File: config.mk
export PLATFORM = sky130hd
export DESIGN_NAME = addr_map_ctrl
export DESIGN_NICKNAME = d
export VERILOG_FILES = /design/src/rtl/addr_map_ctrl_pkg.sv /design/src/rtl/addr_map_rule_check.sv /design/src/rtl/addr_map_ctrl.sv
export SDC_FILE = /design/constraint.sdc
export NUM_CORES = 1
export LEC_CHECK = 0
export CAP_MARGIN = 5
export CORE_MARGIN = 2
export CORE_UTILIZATION = 45
export DETAILED_ROUTE_END_ITERATION = 10
export PLACE_DENSITY_LB_ADDON = 0.1
export SLEW_MARGIN = 20
export SYNTH_ARGS = -nofsm -noshare
export SYNTH_HDL_FRONTEND = slang
export SYNTH_HIERARCHICAL = 1
export SYNTH_SLANG_ARGS = --single-unit
File: constraint.sdc
create_clock -name clk_i -period 19.2 [get_ports clk_i]
set_input_delay 2.88 -clock clk_i [delete_from_list [all_inputs] [get_ports clk_i]]
set_output_delay 2.88 -clock clk_i [all_outputs]
set_load 0.05 [all_outputs]
File: src/rtl/addr_map_ctrl_pkg.sv
// Shared types for the address-map controller.
//   field_e : config field selector (idx / start_addr / end_addr / reserved)
//   state_e : commit FSM states
//   rule_t  : one map rule at default widths. The top's flat addr_map_o bus
//             uses the same bit order per rule: idx in the MSBs, then
//             start_addr, then end_addr in the LSBs.
package addr_map_ctrl_pkg;

  typedef enum logic [1:0] {
    FIELD_IDX   = 2'd0,
    FIELD_START = 2'd1,
    FIELD_END   = 2'd2,
    FIELD_RSVD  = 2'd3
  } field_e;

  typedef enum logic [1:0] {
    ST_IDLE   = 2'd0,
    ST_DRAIN  = 2'd1,
    ST_COMMIT = 2'd2
  } state_e;

  localparam int DefAddrWidth = 32;
  localparam int DefIdxWidth  = 2;

  typedef struct packed {
    logic [DefIdxWidth-1:0]  idx;
    logic [DefAddrWidth-1:0] start_addr;
    logic [DefAddrWidth-1:0] end_addr;
  } rule_t;

  // Width of an index into n items; never less than one bit.
  function automatic int clog2_min1(input int n);
    return (n > 1) ? $clog2(n) : 1;
  endfunction

endpackage

File: src/rtl/addr_map_rule_check.sv
// Combinational validator for a complete rule map.
//   rules_i    : NoRules rules, flat, rule r at [r*RuleWidth +: RuleWidth]
//   rule_err_o : per-rule error (start_addr >= end_addr or idx >= NoIndices)
//   ok_o       : no rule in error
module addr_map_rule_check #(
  parameter int NoRules   = 4,
  parameter int NoIndices = 4,
  parameter int AddrWidth = 32,
  parameter int IdxWidth  = 2,
  parameter int RuleWidth = IdxWidth + 2 * AddrWidth
) (
  input  logic [NoRules*RuleWidth-1:0] rules_i,
  output logic [NoRules-1:0]           rule_err_o,
  output logic                         ok_o
);

  for (genvar r = 0; r < NoRules; r++) begin : g_rule
    logic [IdxWidth-1:0]  w_idx;
    logic [AddrWidth-1:0] w_start;
    logic [AddrWidth-1:0] w_end;

    assign w_idx   = rules_i[r*RuleWidth + 2*AddrWidth +: IdxWidth];
    assign w_start = rules_i[r*RuleWidth + AddrWidth +: AddrWidth];
    assign w_end   = rules_i[r*RuleWidth +: AddrWidth];

    assign rule_err_o[r] = (w_start >= w_end) || (int'(w_idx) >= NoIndices);
  end

  assign ok_o = ~|rule_err_o;

endmodule

File: src/rtl/addr_map_ctrl.sv
// Address-map controller: software edits a shadow copy of the map through a
// config port; a commit drains outstanding datapath transactions, validates
// the shadow map, and atomically copies it to the active map.
//   clk_i, rst_i                : clock, async active-high reset
//   cfg_req_i/we_i/rule_i/field_i/wdata_i -> cfg_gnt_o, cfg_rvalid_o/rdata_o
//   commit_req_i -> commit_done_o / commit_err_o (one-cycle pulses)
//   txn_start_i/txn_end_i       : outstanding transaction tracking
//   block_o                     : datapath must not issue while high
//   addr_map_o, map_valid_o     : active map (rule_t layout per rule)
//   dbg_state_o, dbg_count_o    : FSM state and outstanding count
// Handshake: a config access is accepted in any cycle where cfg_req_i and
// cfg_gnt_o are both high; a read's data returns with cfg_rvalid_o exactly
// one cycle after acceptance. No back-pressure on the response.
module addr_map_ctrl
  import addr_map_ctrl_pkg::*;
#(
  parameter int NoRules        = 4,
  parameter int NoIndices      = 4,
  parameter int AddrWidth      = 32,
  parameter int MaxOutstanding = 8,
  localparam int RuleSelW  = clog2_min1(NoRules),
  localparam int IdxWidth  = clog2_min1(NoIndices),
  localparam int CntWidth  = $clog2(MaxOutstanding + 1),
  localparam int RuleWidth = IdxWidth + 2 * AddrWidth
) (
  input  logic                         clk_i,
  input  logic                         rst_i,
  input  logic                         cfg_req_i,
  input  logic                         cfg_we_i,
  input  logic [RuleSelW-1:0]          cfg_rule_i,
  input  logic [1:0]                   cfg_field_i,
  input  logic [AddrWidth-1:0]         cfg_wdata_i,
  output logic                         cfg_gnt_o,
  output logic                         cfg_rvalid_o,
  output logic [AddrWidth-1:0]         cfg_rdata_o,
  input  logic                         commit_req_i,
  output logic                         commit_done_o,
  output logic                         commit_err_o,
  input  logic                         txn_start_i,
  input  logic                         txn_end_i,
  output logic                         block_o,
  output logic [NoRules*RuleWidth-1:0] addr_map_o,
  output logic                         map_valid_o,
  output logic [1:0]                   dbg_state_o,
  output logic [CntWidth-1:0]          dbg_count_o
);

  localparam logic [CntWidth-1:0] CntMax = CntWidth'(MaxOutstanding);

  state_e               r_state, w_state_next;
  logic                 w_gnt, w_block;
  logic [CntWidth-1:0]  r_count;

  logic [IdxWidth-1:0]  r_sh_idx   [NoRules];
  logic [AddrWidth-1:0] r_sh_start [NoRules];
  logic [AddrWidth-1:0] r_sh_end   [NoRules];
  logic [IdxWidth-1:0]  r_act_idx  [NoRules];
  logic [AddrWidth-1:0] r_act_start[NoRules];
  logic [AddrWidth-1:0] r_act_end  [NoRules];

  logic                 r_rvalid, r_done, r_err, r_map_valid;
  logic [AddrWidth-1:0] r_rdata, w_rd_data;

  logic [NoRules*RuleWidth-1:0] w_shadow_flat;
  logic [NoRules-1:0]           w_rule_err;
  logic                         w_check_ok;
  logic                         w_rule_in_range;
  field_e                       w_field;

  assign w_field         = field_e'(cfg_field_i);
  assign w_rule_in_range = int'(cfg_rule_i) < NoRules;

  for (genvar r = 0; r < NoRules; r++) begin : g_flat
    assign w_shadow_flat[r*RuleWidth +: RuleWidth] = {r_sh_idx[r], r_sh_start[r], r_sh_end[r]};
    assign addr_map_o[r*RuleWidth +: RuleWidth]    = {r_act_idx[r], r_act_start[r], r_act_end[r]};
  end

  addr_map_rule_check #(
    .NoRules  (NoRules),
    .NoIndices(NoIndices),
    .AddrWidth(AddrWidth),
    .IdxWidth (IdxWidth)
  ) u_rule_check (
    .rules_i   (w_shadow_flat),
    .rule_err_o(w_rule_err),
    .ok_o      (w_check_ok)
  );

  // FSM state register
  always_ff @(posedge clk_i or posedge rst_i) begin
    if (rst_i) r_state <= ST_IDLE;
    else       r_state <= w_state_next;
  end

  // Next state and state-decoded outputs. Grant is masked by reset so the
  // port is quiet while reset is held.
  always_comb begin
    w_state_next = r_state;
    w_gnt        = 1'b0;
    w_block      = 1'b0;
    case (r_state)
      ST_IDLE: begin
        w_gnt   = cfg_req_i & ~rst_i;
        w_block = (r_count == CntMax);
        if (commit_req_i) w_state_next = ST_DRAIN;
      end
      ST_DRAIN: begin
        w_block = 1'b1;
        if (r_count == '0) w_state_next = ST_COMMIT;
      end
      ST_COMMIT: begin
        w_block      = 1'b1;
        w_state_next = ST_IDLE;
      end
      default: w_state_next = ST_IDLE;
    endcase
  end

  // Outstanding count: saturates at both ends; start+end together cancel.
  // Starts while blocked are still counted so the drain stays honest.
  always_ff @(posedge clk_i or posedge rst_i) begin
    if (rst_i) begin
      r_count <= '0;
    end else begin
      case ({txn_start_i, txn_end_i})
        2'b10:   if (r_count != CntMax) r_count <= r_count + 1'b1;
        2'b01:   if (r_count != '0)     r_count <= r_count - 1'b1;
        default: ;
      endcase
    end
  end

  // Read mux; reserved field and out-of-range rules read as zero.
  always_comb begin
    w_rd_data = '0;
    if (w_rule_in_range) begin
      case (w_field)
        FIELD_IDX:   w_rd_data = AddrWidth'(r_sh_idx[cfg_rule_i]);
        FIELD_START: w_rd_data = r_sh_start[cfg_rule_i];
        FIELD_END:   w_rd_data = r_sh_end[cfg_rule_i];
        default:     w_rd_data = '0;
      endcase
    end
  end

  // Shadow map writes
  always_ff @(posedge clk_i or posedge rst_i) begin
    if (rst_i) begin
      for (int r = 0; r < NoRules; r++) begin
        r_sh_idx[r]   <= '0;
        r_sh_start[r] <= '0;
        r_sh_end[r]   <= '0;
      end
    end else if (w_gnt && cfg_we_i && w_rule_in_range) begin
      case (w_field)
        FIELD_IDX:   r_sh_idx[cfg_rule_i]   <= cfg_wdata_i[IdxWidth-1:0];
        FIELD_START: r_sh_start[cfg_rule_i] <= cfg_wdata_i;
        FIELD_END:   r_sh_end[cfg_rule_i]   <= cfg_wdata_i;
        default:     ;
      endcase
    end
  end

  // Read response
  always_ff @(posedge clk_i or posedge rst_i) begin
    if (rst_i) begin
      r_rvalid <= 1'b0;
      r_rdata  <= '0;
    end else begin
      r_rvalid <= w_gnt & ~cfg_we_i;
      r_rdata  <= (w_gnt & ~cfg_we_i) ? w_rd_data : '0;
    end
  end

  // Commit: the active map only ever changes on the edge leaving COMMIT.
  always_ff @(posedge clk_i or posedge rst_i) begin
    if (rst_i) begin
      r_done      <= 1'b0;
      r_err       <= 1'b0;
      r_map_valid <= 1'b0;
      for (int r = 0; r < NoRules; r++) begin
        r_act_idx[r]   <= '0;
        r_act_start[r] <= '0;
        r_act_end[r]   <= '0;
      end
    end else begin
      r_done <= 1'b0;
      r_err  <= 1'b0;
      if (r_state == ST_COMMIT) begin
        if (w_check_ok) begin
          for (int r = 0; r < NoRules; r++) begin
            r_act_idx[r]   <= r_sh_idx[r];
            r_act_start[r] <= r_sh_start[r];
            r_act_end[r]   <= r_sh_end[r];
          end
          r_map_valid <= 1'b1;
          r_done      <= 1'b1;
        end else begin
          r_err <= 1'b1;
        end
      end
    end
  end

  assign cfg_gnt_o     = w_gnt;
  assign cfg_rvalid_o  = r_rvalid;
  assign cfg_rdata_o   = r_rdata;
  assign commit_done_o = r_done;
  assign commit_err_o  = r_err;
  assign block_o       = w_block;
  assign map_valid_o   = r_map_valid;
  assign dbg_state_o   = r_state;
  assign dbg_count_o   = r_count;

endmodule

After elaboration in Yosys (flattened, before gate mapping)
Cells that the tools add are included.
Widths: inputs -> output; s select.
Operators by class
  muxes and demuxes: 30
  bitwise gates (word level): 6
  $lt $le $gt $ge: 6
  equality and inequality tests: 12
  reduce and logical (&&, ||, !) cells: 15
  $add $sub $neg: 2
Operators with widths (number)
  $bwmux 128: 2
  $mux 32: 6
  $bmux 32 s2: 2
  $ge 32x32->1: 4
  $pmux 32 s3: 1
  $demux 32 s2: 1
  $mux 2: 5
  $reduce_and 2->1: 5
  $bwmux 8: 1
  $mux 4: 2
  $ne 2x2->1 const B: 4
  $pmux 4 s2: 1
  $eq 2x1->1 const B: 3
  $eq 2x2->1 const B: 3
  $mux 1: 5
  $add 4x1->4 const B: 1
  $bmux 2 s2: 1
  $demux 2 s2: 1
  $eq 4x4->1 const B: 1
  $logic_not 2->1: 2
  $logic_not 4->1: 1
  $ne 4x4->1 const B: 1
  $pmux 2 s2: 1
  $reduce_bool 4->1: 1
  12 further kinds: 16
Storage, ports and cells
  output and inout bits: 308
  input bits: 43
  word-level logic and storage cells: 102
  flip-flop bits (word level): 570

Longest topological paths before layout
  depth after elaboration: 6
  gate-level depth with buffers: 12
  mapped depth without buffers: 11

Modules after synthesis
The synthesis kept the hierarchy.
By module, submodules not included
  addr_map_ctrl: area each 23412.5 um^2, cells an instance 1379, instances 1, sequential area each 14263.7 um^2
  addr_map_rule_check: area each 3193.1 um^2, cells an instance 432, instances 1, sequential area each 0.0 um^2

Least setup slack after synthesis
No wires, ideal clock.
  path type: input to output
  start point: in cfg_req_i
  end point: out cfg_gnt_o
  required time: 16.320 ns
  cell stages on the path: 2
  buffers on the path: 0
  data arrival time: 3.591 ns
  setup slack: 12.729 ns
  path through: nand2_2 > nor2_1
On the way
  longest elaborated chain between the ends: 2
RTL lines
  start, declared: RTL line addr_map_ctrl.sv:28  | input logic cfg_req_i,
  $and 1x1->1: RTL line addr_map_ctrl.sv:103  | w_gnt = cfg_req_i & ~rst_i;
  $mux 1: RTL line addr_map_ctrl.sv:101  | case (r_state)
  end, declared: RTL line addr_map_ctrl.sv:33  | output logic cfg_gnt_o,
No other way between the ends.

Final worst setup path
  start point: in rst_i
  end point: out cfg_gnt_o
On the way
  longest elaborated chain between the ends: 3
RTL lines
  start, declared: RTL line addr_map_ctrl.sv:27  | input logic rst_i,
  $not 1->1: RTL line addr_map_ctrl.sv:103
  $and 1x1->1: RTL line addr_map_ctrl.sv:103
  $mux 1: RTL line addr_map_ctrl.sv:101
No other way between the ends.

==> flow_metrics.tcl <==
set metrics [dict create \
    synth_nets 1989 \
    clk-insertion-delay-late_ns 0.62 \
    core_area_mm2 0.0587 \
    antenna_found_initial 3 \
    hold_viol 0 \
    groute.usage.overall_pct 24.8 \
    clk_pin_slew_ns 0.06 \
    grt_pass1_vias 17600 \
    worst_pin_slew_ns 1.01 \
    max-clock-path-buffers 3 \
    vdd_drop_max_mv 0.131 \
    max_freq_mhz 137 \
    synth-main-ff-cell "dfrtp_1" \
    postCtsSetupBuffers 0 \
    final_common_cell "dfrtp_1" \
    vias 16400 \
    cts_tree "done" \
    drt_iter0_markers 1080 \
    ys_seq_elements 570 \
    cts_resized 0 \
    yosys_warnings 6 \
    rsz0062_at_grt "false" \
    maxCapViolCount 0 \
    dieArea_mm2 0.0611 \
    diodes 0 \
    crit_required_ns 16.32 \
    utilization_pct 55.5 \
    layout_common_cells "dfrtp_1, mux2_2, clkdlybuf4s50_1, ha_1, inv_1" \
    slew_headroom_pct 32.8 \
    drc 0 \
    multi_input_area_mm2 0.0112 \
    drtAntennaViolNets 0 \
    finalCritPeriodShare_pct 38.1 \
    route.met3.wl_mm 3.52 \
    arrival_ns 4.44 \
    power_density_mw_per_mm2 168 \
    htreeDepth 2 \
    hold_class "flip-flop to flip-flop" \
    register_area_mm2 0.0143 \
    fillerInstances 4827 \
    grt.overflow.total 0 \
    cts_buffers 61 \
    dp_cells 2864 \
    synth_edf_count 0 \
    slew_viol_final 0 \
    synth-seq-area-share_pct 53.6 \
    topRoutingLayerUsed "met5" \
    port_buffers 350 \
    synth_top_area_cell "dfrtp_1" \
    totalWireLength_mm 74.3 \
    startpoint_type "input port" \
    wl_met2_mm 36.3 \
    gp_congestion 0.794 \
    start_util_pct 45.3 \
    total_power_w 0.00548 \
    finalSetupViolCount 0 \
    row_count 89 \
    drive_gt1_share_pct 32.8 \
    wl_per_cell_um 25.0 \
    grt_pass1_wl_mm 113 \
    fin_tns_setup_ns 0 \
    leakage_nw 15.5 \
    criticalPathCategory "input port to output pin" \
    stdcell_count 2969 \
    hold_buffers 0 \
    ys_types 56 \
    grt_max_degree 137 \
    syn2layout_area_growth_pct 22.5 \
    cts.sinks 570 \
    die_w_um 247 \
    syn_avg_cell_area_um2 14.7 \
    cts_root_buf "clkbuf_16" \
    syn_inst 1811 \
    status "completed" \
    met1_length_mm 32.9 \
    io_pins 351 \
    cp_max_fo 4 \
    min_period_ns 7.32 \
    synth_area_mm2 0.0266 \
    via_per_inst 5.51 \
    drt_pass1_iterations 5 \
    end_kind "output pin" \
    finClkSkew_ns 0.0203 \
    synth.area.top_cells "dfrtp_1, mux2_2, ha_1" \
    synth_top_area_share_pct 53.6 \
    fp.dieH_um 247 \
    ys_async_sr_fraction_pct 100 \
    hpwl_mm 48.9 \
    final_nets 2332 \
]
[registers in the layout, indices dropped and copies added (netlist names), 2 cells and up]
register / count
addr_map_o: 264
r_sh_end: 128
r_sh_start: 128
dbg_state_o: 2
cfg_rdata_o: 32
r_sh_idx: 8
dbg_count_o: 4
[path summary, 6_finish.rpt]
kind	startpoint	endpoint	slack (ns)	depth (start not counted)
max	rst_i	cfg_gnt_o	11.88	3
min	map_valid_o$_DFFE_PP0P_	map_valid_o$_DFFE_PP0P_	0.47	1
max in group asynchronous	rst_i	addr_map_o[251]$_DFFE_PP0P_	13.75	4
max reg2reg	r_sh_end[32]$_DFFE_PP0P_	addr_map_o[107]$_DFFE_PP0P_	14.11	11
min reg2reg	map_valid_o$_DFFE_PP0P_	map_valid_o$_DFFE_PP0P_	0.47	1
min in group asynchronous	rst_i	addr_map_o[68]$_DFFE_PP0P_	3.02	2
[synth_stat cells (8+ instances only)]
master and count:
buf_2 43, nand2_1 17, mux4_2 66, buf_12 8, nor2b_1 10, nand4_1 15
nor2_1 47, ha_1 135, o21ai_0 21, a22oi_1 32, dfrtp_1 570, buf_6 13
mux2_1 10, mux2_2 461, buf_1 9, inv_1 134, a21o_1 32, clkbuf_1 10
mux2_4 60, a21oi_1 38
[area by class of cell]
| type | instances | share of cell area (%) |
|---|---|---|
| sequential | 570 | 43.8 |
| multi-input combinational | 1019 | 34.5 |
| timing repair buffer | 367 | 11.2 |
| clock buffer | 92 | 5.66 |
| tap | 773 | 2.97 |
| inverter | 135 | 1.58 |
| clock inverter | 13 | 0.384 |
[worst max-delay path, cell delays in order]
cell and delay [ns]:
clkdlybuf4s50_1 0.58, nor2_1 0.16, clkdlybuf4s50_1 0.81
[where the power goes]
group	leakage, nW	internal (W)	switching [W]
Sequential	7.84	0.00156	0.000309
Combinational	6.74	0.000940	0.00152
Clock	0.975	0.000682	0.000478
Total	15.5	0.00318	0.00230
[cell families (layout without fill, tap and decap cells)]
family	Yosys count	count (layout)	synth area share (%)
AOI/OAI and AO/OA	148	148	3.75
xor gates and xnor gates	5	5	0.165
DFF	570	570	53.6
and+or+nand+nor	134	134	2.99
buffers and inverters	222	607	4.23
adders and majority gates	135	135	6.35
muxes	597	597	28.9
[metal layers]
layer | up-vias | track usage [%]
li1 | 7224 | -
met1 | 8607 | 34.3
met2 | 414 | 40.5
met3 | 107 | 4.42
met4 | 6 | 5.99
met5 | - | 0
[metrics by stage]
stage	cell area [µm²]	hold WS (ns)	setup WS (ns)
finish	32600	0.473	11.88
global route	32600	0.510	11.85
CTS	32600	0.476	11.87
detailed placement	30600	0.461	11.88
global placement	30600	0.450	11.87
floorplan	26600	0.491	0.376
Note: power is estimated with default switching activity, not from simulation.
